--- config.mk ---
export PLATFORM = sky130hd
export DESIGN_NAME = regfile_wb_queue
export DESIGN_NICKNAME = d
export VERILOG_FILES = /design/src/rtl/regfile_pkg.sv /design/src/rtl/wb_fwd_match.sv /design/src/rtl/regfile_wb_queue.sv
export SDC_FILE = /design/constraint.sdc
export NUM_CORES = 1
export LEC_CHECK = 0
export CAP_MARGIN = 30
export CORE_ASPECT_RATIO = 0.75
export CORE_MARGIN = 2
export CORE_UTILIZATION = 57
export CTS_CLUSTER_DIAMETER = 150
export DETAILED_ROUTE_END_ITERATION = 12
export PLACE_DENSITY_LB_ADDON = 0.05
export SLEW_MARGIN = 20
export SYNTH_ARGS = -nofsm -noshare
export SYNTH_HDL_FRONTEND = slang
export SYNTH_SLANG_ARGS = --single-unit
export TNS_END_PERCENT = 5
--- constraint.sdc ---
create_clock -name clk -period 8.9 [get_ports clk]
set_clock_uncertainty 0.15 [all_clocks]
set_input_delay 2.225 -clock clk [delete_from_list [all_inputs] [get_ports clk]]
set_output_delay 2.225 -clock clk [all_outputs]
set_load 0.005 [all_outputs]
--- src/rtl/regfile_pkg.sv ---
// Shared types for the register-file write-back path.
package regfile_pkg;
    localparam int REG_ADDR_W = 5;
    localparam int REG_DATA_W = 32;

    typedef struct packed {
        logic [REG_ADDR_W-1:0] addr;
        logic [REG_DATA_W-1:0] data;
    } wb_req_t;
endpackage

--- src/rtl/wb_fwd_match.sv ---
// Finds the youngest pending queue entry whose address matches one read port.
module wb_fwd_match
    import regfile_pkg::*;
#(
    parameter int DEPTH = 4,
    localparam int PTR_W = $clog2(DEPTH)
) (
    input  wb_req_t               queue_i [DEPTH],
    input  logic [PTR_W-1:0]      head_i,
    input  logic [PTR_W:0]        count_i,
    input  logic [REG_ADDR_W-1:0] rd_addr_i,
    output logic                  hit_o,
    output logic [REG_DATA_W-1:0] data_o
);

    logic [PTR_W-1:0] idx;

    // Walk from head towards tail so the last match found is the youngest.
    always_comb begin
        hit_o  = 1'b0;
        data_o = '0;
        idx    = '0;
        for (int i = 0; i < DEPTH; i++) begin
            idx = head_i + PTR_W'(i);
            if (((PTR_W+1)'(i) < count_i) && (queue_i[idx].addr == rd_addr_i)) begin
                hit_o  = 1'b1;
                data_o = queue_i[idx].data;
            end
        end
    end

endmodule

--- src/rtl/regfile_wb_queue.sv ---
// Write-back queue in front of the 3R/1W register-file RAM: buffers up to two
// writes per cycle, drains one per cycle, and forwards pending data to readers.
module regfile_wb_queue
    import regfile_pkg::*;
#(
    parameter int WIDTH = 32,
    parameter int DEPTH = 4
) (
    input  logic                  clk,
    input  logic                  rst_n,
    input  logic                  wb0_valid_i,
    input  logic [REG_ADDR_W-1:0] wb0_addr_i,
    input  logic [WIDTH-1:0]      wb0_data_i,
    input  logic                  wb1_valid_i,
    input  logic [REG_ADDR_W-1:0] wb1_addr_i,
    input  logic [WIDTH-1:0]      wb1_data_i,
    output logic                  wb_ready_o,
    input  logic [REG_ADDR_W-1:0] rd0_addr_i,
    input  logic [REG_ADDR_W-1:0] rd1_addr_i,
    input  logic [REG_ADDR_W-1:0] rd2_addr_i,
    output logic [WIDTH-1:0]      rd0_data_o,
    output logic [WIDTH-1:0]      rd1_data_o,
    output logic [WIDTH-1:0]      rd2_data_o,
    output logic [REG_ADDR_W-1:0] ram_addr0_o,
    output logic [REG_ADDR_W-1:0] ram_addr1_o,
    output logic [REG_ADDR_W-1:0] ram_addr2_o,
    input  logic [WIDTH-1:0]      ram_dout0_i,
    input  logic [WIDTH-1:0]      ram_dout1_i,
    input  logic [WIDTH-1:0]      ram_dout2_i,
    output logic [REG_ADDR_W-1:0] ram_addrw_o,
    output logic [WIDTH-1:0]      ram_din_o,
    output logic                  ram_wea_o,
    output logic                  empty_o
);

    localparam int PTR_W = $clog2(DEPTH);
    localparam int CNT_W = PTR_W + 1;

    wb_req_t          queue_q [DEPTH];
    wb_req_t          queue_d [DEPTH];
    logic [PTR_W-1:0] head_q, head_d, tail_q, tail_d, slot1;
    logic [CNT_W-1:0] count_q, count_d;
    logic             empty_q, empty_d;
    logic             en0, en1, pop;

    assign wb_ready_o = (count_q <= CNT_W'(DEPTH - 2));

    always_comb begin
        queue_d = queue_q;
        en0     = wb0_valid_i && wb_ready_o && (wb0_addr_i != '0);
        en1     = wb1_valid_i && wb_ready_o && (wb1_addr_i != '0);
        pop     = (count_q != '0);
        slot1   = en0 ? tail_q + PTR_W'(1) : tail_q;
        if (en0) queue_d[tail_q] = '{addr: wb0_addr_i, data: wb0_data_i};
        if (en1) queue_d[slot1]  = '{addr: wb1_addr_i, data: wb1_data_i};
        head_d  = head_q + PTR_W'(pop);
        tail_d  = tail_q + PTR_W'(en0) + PTR_W'(en1);
        count_d = count_q + CNT_W'(en0) + CNT_W'(en1) - CNT_W'(pop);
        empty_d = (count_d == '0);
    end

    always_ff @(posedge clk or negedge rst_n) begin
        if (!rst_n) begin
            for (int i = 0; i < DEPTH; i++) queue_q[i] <= '0;
            head_q  <= '0;
            tail_q  <= '0;
            count_q <= '0;
            empty_q <= 1'b1;
        end else begin
            queue_q <= queue_d;
            head_q  <= head_d;
            tail_q  <= tail_d;
            count_q <= count_d;
            empty_q <= empty_d;
        end
    end

    // Head entry is presented to the RAM and popped at the same edge.
    assign ram_wea_o   = !empty_q;
    assign ram_addrw_o = queue_q[head_q].addr;
    assign ram_din_o   = queue_q[head_q].data;
    assign empty_o     = empty_q;

    assign ram_addr0_o = rd0_addr_i;
    assign ram_addr1_o = rd1_addr_i;
    assign ram_addr2_o = rd2_addr_i;

    logic [REG_ADDR_W-1:0] rd_addr  [3];
    logic [WIDTH-1:0]      ram_dout [3];
    logic [WIDTH-1:0]      rd_data  [3];
    logic [REG_DATA_W-1:0] fwd_data [3];
    logic                  fwd_hit  [3];

    assign rd_addr[0]  = rd0_addr_i;
    assign rd_addr[1]  = rd1_addr_i;
    assign rd_addr[2]  = rd2_addr_i;
    assign ram_dout[0] = ram_dout0_i;
    assign ram_dout[1] = ram_dout1_i;
    assign ram_dout[2] = ram_dout2_i;

    for (genvar k = 0; k < 3; k++) begin : g_rd
        wb_fwd_match #(.DEPTH(DEPTH)) u_match (
            .queue_i   (queue_q),
            .head_i    (head_q),
            .count_i   (count_q),
            .rd_addr_i (rd_addr[k]),
            .hit_o     (fwd_hit[k]),
            .data_o    (fwd_data[k])
        );
        // r0 is hardwired to zero regardless of what the RAM holds there.
        assign rd_data[k] = (rd_addr[k] == '0) ? '0 :
                            fwd_hit[k]         ? fwd_data[k] : ram_dout[k];
    end

    assign rd0_data_o = rd_data[0];
    assign rd1_data_o = rd_data[1];
    assign rd2_data_o = rd_data[2];

endmodule

# --- Word-level counts from Yosys, hierarchy flattened ---
# Cells that the tools add are included.
classes:
  add_sub_neg: 10
  n_lt_le_gt_ge: 13
  n_eq_ne: 12
  mux: 51
  n_bitwise: 6
  n_reduce_logical: 26
op_table:
  columns: ["op", "count"]
  rows:
  - ["two-way mux 32 bit", 18]
  - ["two-way mux 37 bit", 10]
  - ["binary-select mux 37 bit (select 2 bit)", 4]
  - ["bitwise mux 148 bit", 2]
  - ["two-way mux 148 bit", 2]
  - ["demux 37 bit (select 2 bit)", 2]
  - ["equality test 5 bit", 12]
  - [">= comparator 3 bit, second input constant", 6]
  - ["logical AND 1 bit", 18]
  - ["NOT 2 -> 3 bit", 6]
  - ["logical NOT 5 bit", 3]
  - ["two-way mux 1 bit", 12]
  - ["nonzero test 5 bit", 2]
  - ["adder 2 x 1 -> 2 bit", 3]
  - ["adder 3 x 1 -> 3 bit", 2]
  - ["less-than comparator 1 x 3 -> 1 bit, first input constant", 2]
  - ["less-than comparator 2 x 3 -> 1 bit, first input constant", 2]
  - ["less-than comparator 3 x 1 -> 1 bit, second input constant", 2]
  - ["adder 2 x 1 -> 2 bit, second input constant", 2]
  - ["adder 2 bit, second input constant", 2]
  - ["<= comparator 3 x 2 -> 1 bit, second input constant", 1]
  - ["logical NOT 3 bit", 1]
  - ["nonzero test 3 bit", 1]
  - ["subtractor 3 x 1 -> 3 bit", 1]
  - ["2 further kinds", 2]
totals:
  regBits: 156
  inputBits: 189
  out_inout_bits: 151

# --- Logic depth before layout (Yosys ltp) ---
depth:
  depth_word: 12
  mapped_depth: 14
  mapped_depth_nobuf: 12

# --- Modules after synthesis ---
# Synthesis repeated with hierarchy kept, for this count alone.
unflattened:
  cells_unflattened: 2807
  area_unflattened_um2: 25620.8
by_module_without_submodules:
  columns: ["mod", "n_inst", "cells_each", "area_each_um2", "seq_area_each_um2"]
  rows:
  - ["wb_fwd_match", 3, 665, 5072.4, 0.0]
  - ["regfile_wb_queue", 1, 812, 10403.7, 3905.0]

# --- Worst setup path before layout ---
# No wires, ideal clock.
synth_path:
  path_type: "input to output"
  startpoint: "input rd2_addr_i[2]"
  endpoint: "output rd2_data_o[27]"
  t_arrival_ns: 4.265
  required_ns: 6.525
  slack_ns: 2.260
  cell_stages: 10
  cell_sequence: "clkbuf_1 nor2b_1 a32o_1 or4_4 nor4_4 nor2_2 buf_2 a221o_1 a31oi_1 a21oi_1"
synth_between:
  elab_chain_len: 8
  word_cells_on_any_way: 19
synth_lines:
  columns: ["item", "line_no", "rtl"]
  rows:
  - ["start: declaration", "regfile_wb_queue.sv:20", "input logic [REG_ADDR_W-1:0] rd2_addr_i,"]
  - ["equality test 5 bit", "wb_fwd_match.sv:25", "if (((PTR_W+1)'(i) < count_i) && (queue_i[idx].addr == rd_addr_i)) begin"]
  - ["logical AND 1 bit", "wb_fwd_match.sv:25", null]
  - ["two-way mux 32 bit or two-way mux 1 bit (tied branches) (4 in series)", "wb_fwd_match.sv:25", null]
  - ["two-way mux 32 bit", "regfile_wb_queue.sv:112", "fwd_hit[k] ? fwd_data[k] : ram_dout[k];"]
  - ["two-way mux 32 bit (*)", "regfile_wb_queue.sv:111", "assign rd_data[k] = (rd_addr[k] == '0) ? '0 :"]
  - ["end: declaration", "regfile_wb_queue.sv:23", "output logic [WIDTH-1:0] rd2_data_o,"]
# Every way passes the cells marked *; elsewhere a longest branch is shown, timed or not.

# --- Worst setup path in the final report ---
layout_path:
  startpoint: "input rd1_addr_i[1]"
  endpoint: "output rd1_data_o[0]"
layout_between:
  elab_chain_len: 8
  word_cells_on_any_way: 19
layout_lines:
  columns: ["item", "line_no", "rtl"]
  rows:
  - ["start: declaration", "regfile_wb_queue.sv:19", "input logic [REG_ADDR_W-1:0] rd1_addr_i,"]
  - ["equality test 5 bit", "wb_fwd_match.sv:25", null]
  - ["logical AND 1 bit", "wb_fwd_match.sv:25", null]
  - ["two-way mux 32 bit or two-way mux 1 bit (tied branches) (4 in series)", "wb_fwd_match.sv:25", null]
  - ["two-way mux 32 bit", "regfile_wb_queue.sv:112", null]
  - ["two-way mux 32 bit (*)", "regfile_wb_queue.sv:111", null]
  - ["end: declaration", "regfile_wb_queue.sv:22", "output logic [WIDTH-1:0] rd1_data_o,"]
# Marks and branches as above.

==> impl_summary.md <==
Yosys
In this run, distinct cell masters in the synthesized netlist total 50. The synthesized design contains 0 enable-type register cells. Of the synthesized area, sequential elements account for 0.257. The number of instances in the synthesized netlist is between 1500 and 2000. The share of synthesized area in the top cell type comes to 0.255. The dominant register cell in the synthesized netlist is sky130_fd_sc_hd__dfrtp_1. In the synthesized netlist the async set-or-reset flop fraction comes to 1.00. The most common cell in the synthesized netlist is sky130_fd_sc_hd__a21oi_1.

The average instance area after synthesis is 7.73 µm². In the synthesized netlist, the cells that appear most often are sky130_fd_sc_hd__a21oi_1, sky130_fd_sc_hd__nand2_1, sky130_fd_sc_hd__mux2i_1. The synthesized design contains roughly 160 register bits. The cell accounting for the most synthesized area is sky130_fd_sc_hd__dfrtp_1. The synthesized netlist occupies a cell area of 15200 µm². In the post-synthesis netlist, the biggest area contributors are sky130_fd_sc_hd__dfrtp_1, sky130_fd_sc_hd__mux2i_1, sky130_fd_sc_hd__a21oi_1. The number of warning messages in the yosys log is 0. Counting every net in the synthesized netlist gives ~2200.

Worst setup path
The end of the worst register-to-register path is queue_q[130]$_DFF_PN0_. The classification of the worst setup path is primary input to output pin. The signal on the critical path passes through clkdlybuf4s50_1 -> xnor2_1 -> nand4_1 -> or3_1 -> a21oi_4 -> buf_4 -> a221o_1 -> a21oi_1 -> a21oi_1 -> clkdlybuf4s50_1. The kind of start point of the critical path is a primary input.

At the worst endpoint, the required time is between 6000 and 7000 ps. The setup check on the worst reg-to-reg path leaves a slack of 4750 ps. The worst register-to-register path begins at count_q[2]$_DFF_PN0_. The worst-path maximum fanout is 22. The maximum single-stage delay on the critical path is between 700 and 800 ps. For this design, the slowest cell found on the critical path is sky130_fd_sc_hd__a21oi_4. The endpoint of the worst setup timing path is rd1_data_o[0]. Among cell families on the critical path, the largest total delay comes from buffers and inverters. The worst setup path is captured at an output pin. For the worst flop-to-flop path, the logic depth is 12. The critical path buffer and inverter count is 3.

The start point of the critical path is rd1_addr_i[1]. The logic depth of the worst path, buffers included is 10. STA puts the critical path data arrival time at 5780 ps.

Power and ir drop
After layout, the design draws a total of between 8 and 9 mW. VDD sags by at most 0.000262 V. Summed over all cells, the static leakage comes to 7.21 nW. The areal power density over the cells is 446 nW/µm².

Die
The initial standard-cell utilization of the core is 0.583. The total area inside the core boundary comes to 26100 µm². The number of ports placed on the die boundary is 340. From left edge to right edge, the die measures just under 200 µm.

After floorplanning, the core was divided into between 50 and 60 placement rows. In this run the vertical extent of the chip is roughly 150 µm. The floorplan step defined a die boundary enclosing between 20000 and 30000 µm².

STA
Setup repair after global routing left no endpoint under its margin. The actual slew at the worst max-slew pin is about 970 ps. The final number of hold-violating endpoints is 0. The number of max-slew violations in the final report came to 0.

The clock period could shrink to 8160 ps. The tightest slew margin relative to the limit is 0.349. The timing-limited maximum frequency is about 120 MHz. Adding up every negative setup slack in the final design gives 0 ps.

Setup violations remaining at the end of the flow were counted as 0. The final clock period utilization by the worst path is 0.917.

Layout
The final net count is approximately 2400. The share of post-route cells with drive strength above 1 is 0.0841. The area growth from synthesis to final layout is 26.3%. For this run, the number of standard cells in the final layout without fillers is 2521. Once layout is complete, the utilization of the core stands at 0.736.

Placement
The half-perimeter wire length after placement is about 39000 µm. The number of placed instances, taps included, is approximately 2500. At the end of routability-driven placement, the weighted congestion stood at 0.977. In this run the tool buffered the top-level ports with between 300 and 400 buffer cells.

CTS
The total number of clock tree sinks is 156. Clock tree synthesis selected as its root buffer the cell sky130_fd_sc_hd__clkbuf_16. The number of setup buffers added after CTS is 0. The clock transition at the registers of the reported paths is approximately 70 ps.

CTS built an H-tree with a depth of 4. The CTS tree is done. No sink is reached through more buffers than the 2 on the longest clock path. The post-cts sizing count is 0.

The clock insertion delay at the later pin of the skew report is between 400 and 500 ps. The count of hold-fix buffers inserted at cts is 0. Clock tree synthesis inserted a total of 17 buffers.

Drt
After the first detailed-routing iteration, the DRC count stood at 1799. The number of nets with antenna violations after routing is 0. The count of vias placed by the detailed router is around 17000. The number of vias per cell is about 6.6. After detailed routing, the number of remaining DRC violations is 0. The first detailed-routing pass took 6 iterations. The final routed wire length divided by cell count is about 23 µm. Wires add up to between 50000 and 60000 µm.

Global routing
The number of global-route vias before repair is ~16000. The number of antenna violations at the first check in global routing was 4. The first-pass GRT wire length is roughly 89000 µm. The total overflow left after global routing is 0.

Entering global routing, the biggest net connects between 100 and 150 pins. The all-layer global routing usage is 0.403.

Run
Max-cap violations in this run came to 0.

Status
The run finished with clean final reports.

Worst hold path
The path category of the worst min-delay check is flop to flop.
==> routing by layer <==
metal,vias up,routed length (µm),global-route usage
met3,169,6590,0.106
met5,-,22,0
met2,1090,26100,0.630
li1,7521,-,-
met1,7904,22900,0.523
met4,4,2270,0.182
==> kinds of logic after synthesis <==
group,Yosys count,synth area share
AOI/OAI and AO/OA,698,0.275
DFF,156,0.257
xor gates and xnor gates,64,0.0368
buffers and inverters,225,0.0619
adders and majority gates,11,0.0105
and+or+nand+nor,505,0.134
muxes,310,0.225
==> final cells by class <==
class	instances	area, µm²
Sequential cell	156	3910
Clock buffer	22	464
Tap cell	344	430
Timing Repair Buffer	384	3770
Clock inverter	10	83.8
Fill cell	2049	6880
Inverter	16	62.6
Multi-Input combinational cell	1588	10500
Antenna cell	1	2.50
==> stage by stage <==
step                      worst slack (ps)  cell area [µm²]  hold WS, ps
after CTS                              837            19200          445
after floorplan                       2260            15200          330
after detailed placement               856            18600          427
after global routing                   576            19200          474
after global placement                 917            18600          411
final                                  741            19200          445
==> power by group <==
group / internal (mW) / switching, mW
Combinational: 2.92 / 3.44
Clock: 0.376 / 0.328
Sequential: 1.08 / 0.424
Total: 4.37 / 4.19
==> state kept, by name, indices dropped and copies added (netlist names) <==
| register | cells |
|---|---|
| tail_q | 2 |
| head_q | 2 |
| empty_o | 1 |
| count_q | 3 |
| queue_q | 148 |
==> worst min path at each step <==
stage,from,to,slack [ps],cells after the start
global placement,queue_q[38]$_DFF_PN0_,queue_q[38]$_DFF_PN0_,410,2
CTS,queue_q[54]$_DFF_PN0_,queue_q[54]$_DFF_PN0_,450,2
floorplan,head_q[0]$_DFF_PN0_,head_q[0]$_DFF_PN0_,330,1
finish,queue_q[54]$_DFF_PN0_,queue_q[54]$_DFF_PN0_,440,2
detailed placement,queue_q[54]$_DFF_PN0_,queue_q[54]$_DFF_PN0_,430,2
global route,queue_q[46]$_DFF_PN0_,queue_q[46]$_DFF_PN0_,470,2
==> worst reg2reg max path: stages, from the launching register on <==
cell	delay (ps)
sky130_fd_sc_hd__dfrtp_1	480
sky130_fd_sc_hd__inv_1	120
sky130_fd_sc_hd__ha_1	390
sky130_fd_sc_hd__a21o_1	330
sky130_fd_sc_hd__a21oi_1	140
sky130_fd_sc_hd__inv_1	130
sky130_fd_sc_hd__nand3b_1	280
sky130_fd_sc_hd__clkinv_1	260
sky130_fd_sc_hd__nor3_1	110
sky130_fd_sc_hd__o21ai_4	790
sky130_fd_sc_hd__buf_4	600
sky130_fd_sc_hd__nor2_1	120
sky130_fd_sc_hd__a21oi_1	170
==> cell usage in the layout, fill, tap and decap left out, types with 5 or more instances in the layout <==
cell | Yosys | final
sky130_fd_sc_hd__o21a_1 | 29 | 29
sky130_fd_sc_hd__clkdlybuf4s50_1 | 0 | 338
sky130_fd_sc_hd__ha_1 | 8 | 8
sky130_fd_sc_hd__nand4_1 | 6 | 6
sky130_fd_sc_hd__a31oi_1 | 56 | 56
sky130_fd_sc_hd__clkbuf_16 | 0 | 17
sky130_fd_sc_hd__a21oi_1 | 273 | 270
sky130_fd_sc_hd__clkinvlp_4 | 0 | 5
sky130_fd_sc_hd__xnor2_1 | 33 | 33
sky130_fd_sc_hd__and2_2 | 0 | 5
sky130_fd_sc_hd__mux2i_1 | 231 | 231
sky130_fd_sc_hd__nand3_1 | 15 | 11
sky130_fd_sc_hd__mux2_2 | 59 | 59
sky130_fd_sc_hd__xor2_1 | 31 | 31
sky130_fd_sc_hd__nand2_1 | 241 | 241
sky130_fd_sc_hd__inv_1 | 15 | 14
sky130_fd_sc_hd__a221o_1 | 94 | 94
sky130_fd_sc_hd__o21ai_0 | 230 | 228
sky130_fd_sc_hd__buf_4 | 18 | 42
sky130_fd_sc_hd__nor2_1 | 205 | 203
sky130_fd_sc_hd__dfrtp_1 | 155 | 153
sky130_fd_sc_hd__mux4_2 | 20 | 20
sky130_fd_sc_hd__nor3_1 | 12 | 10
Note: power is estimated with default switching activity, not from simulation.
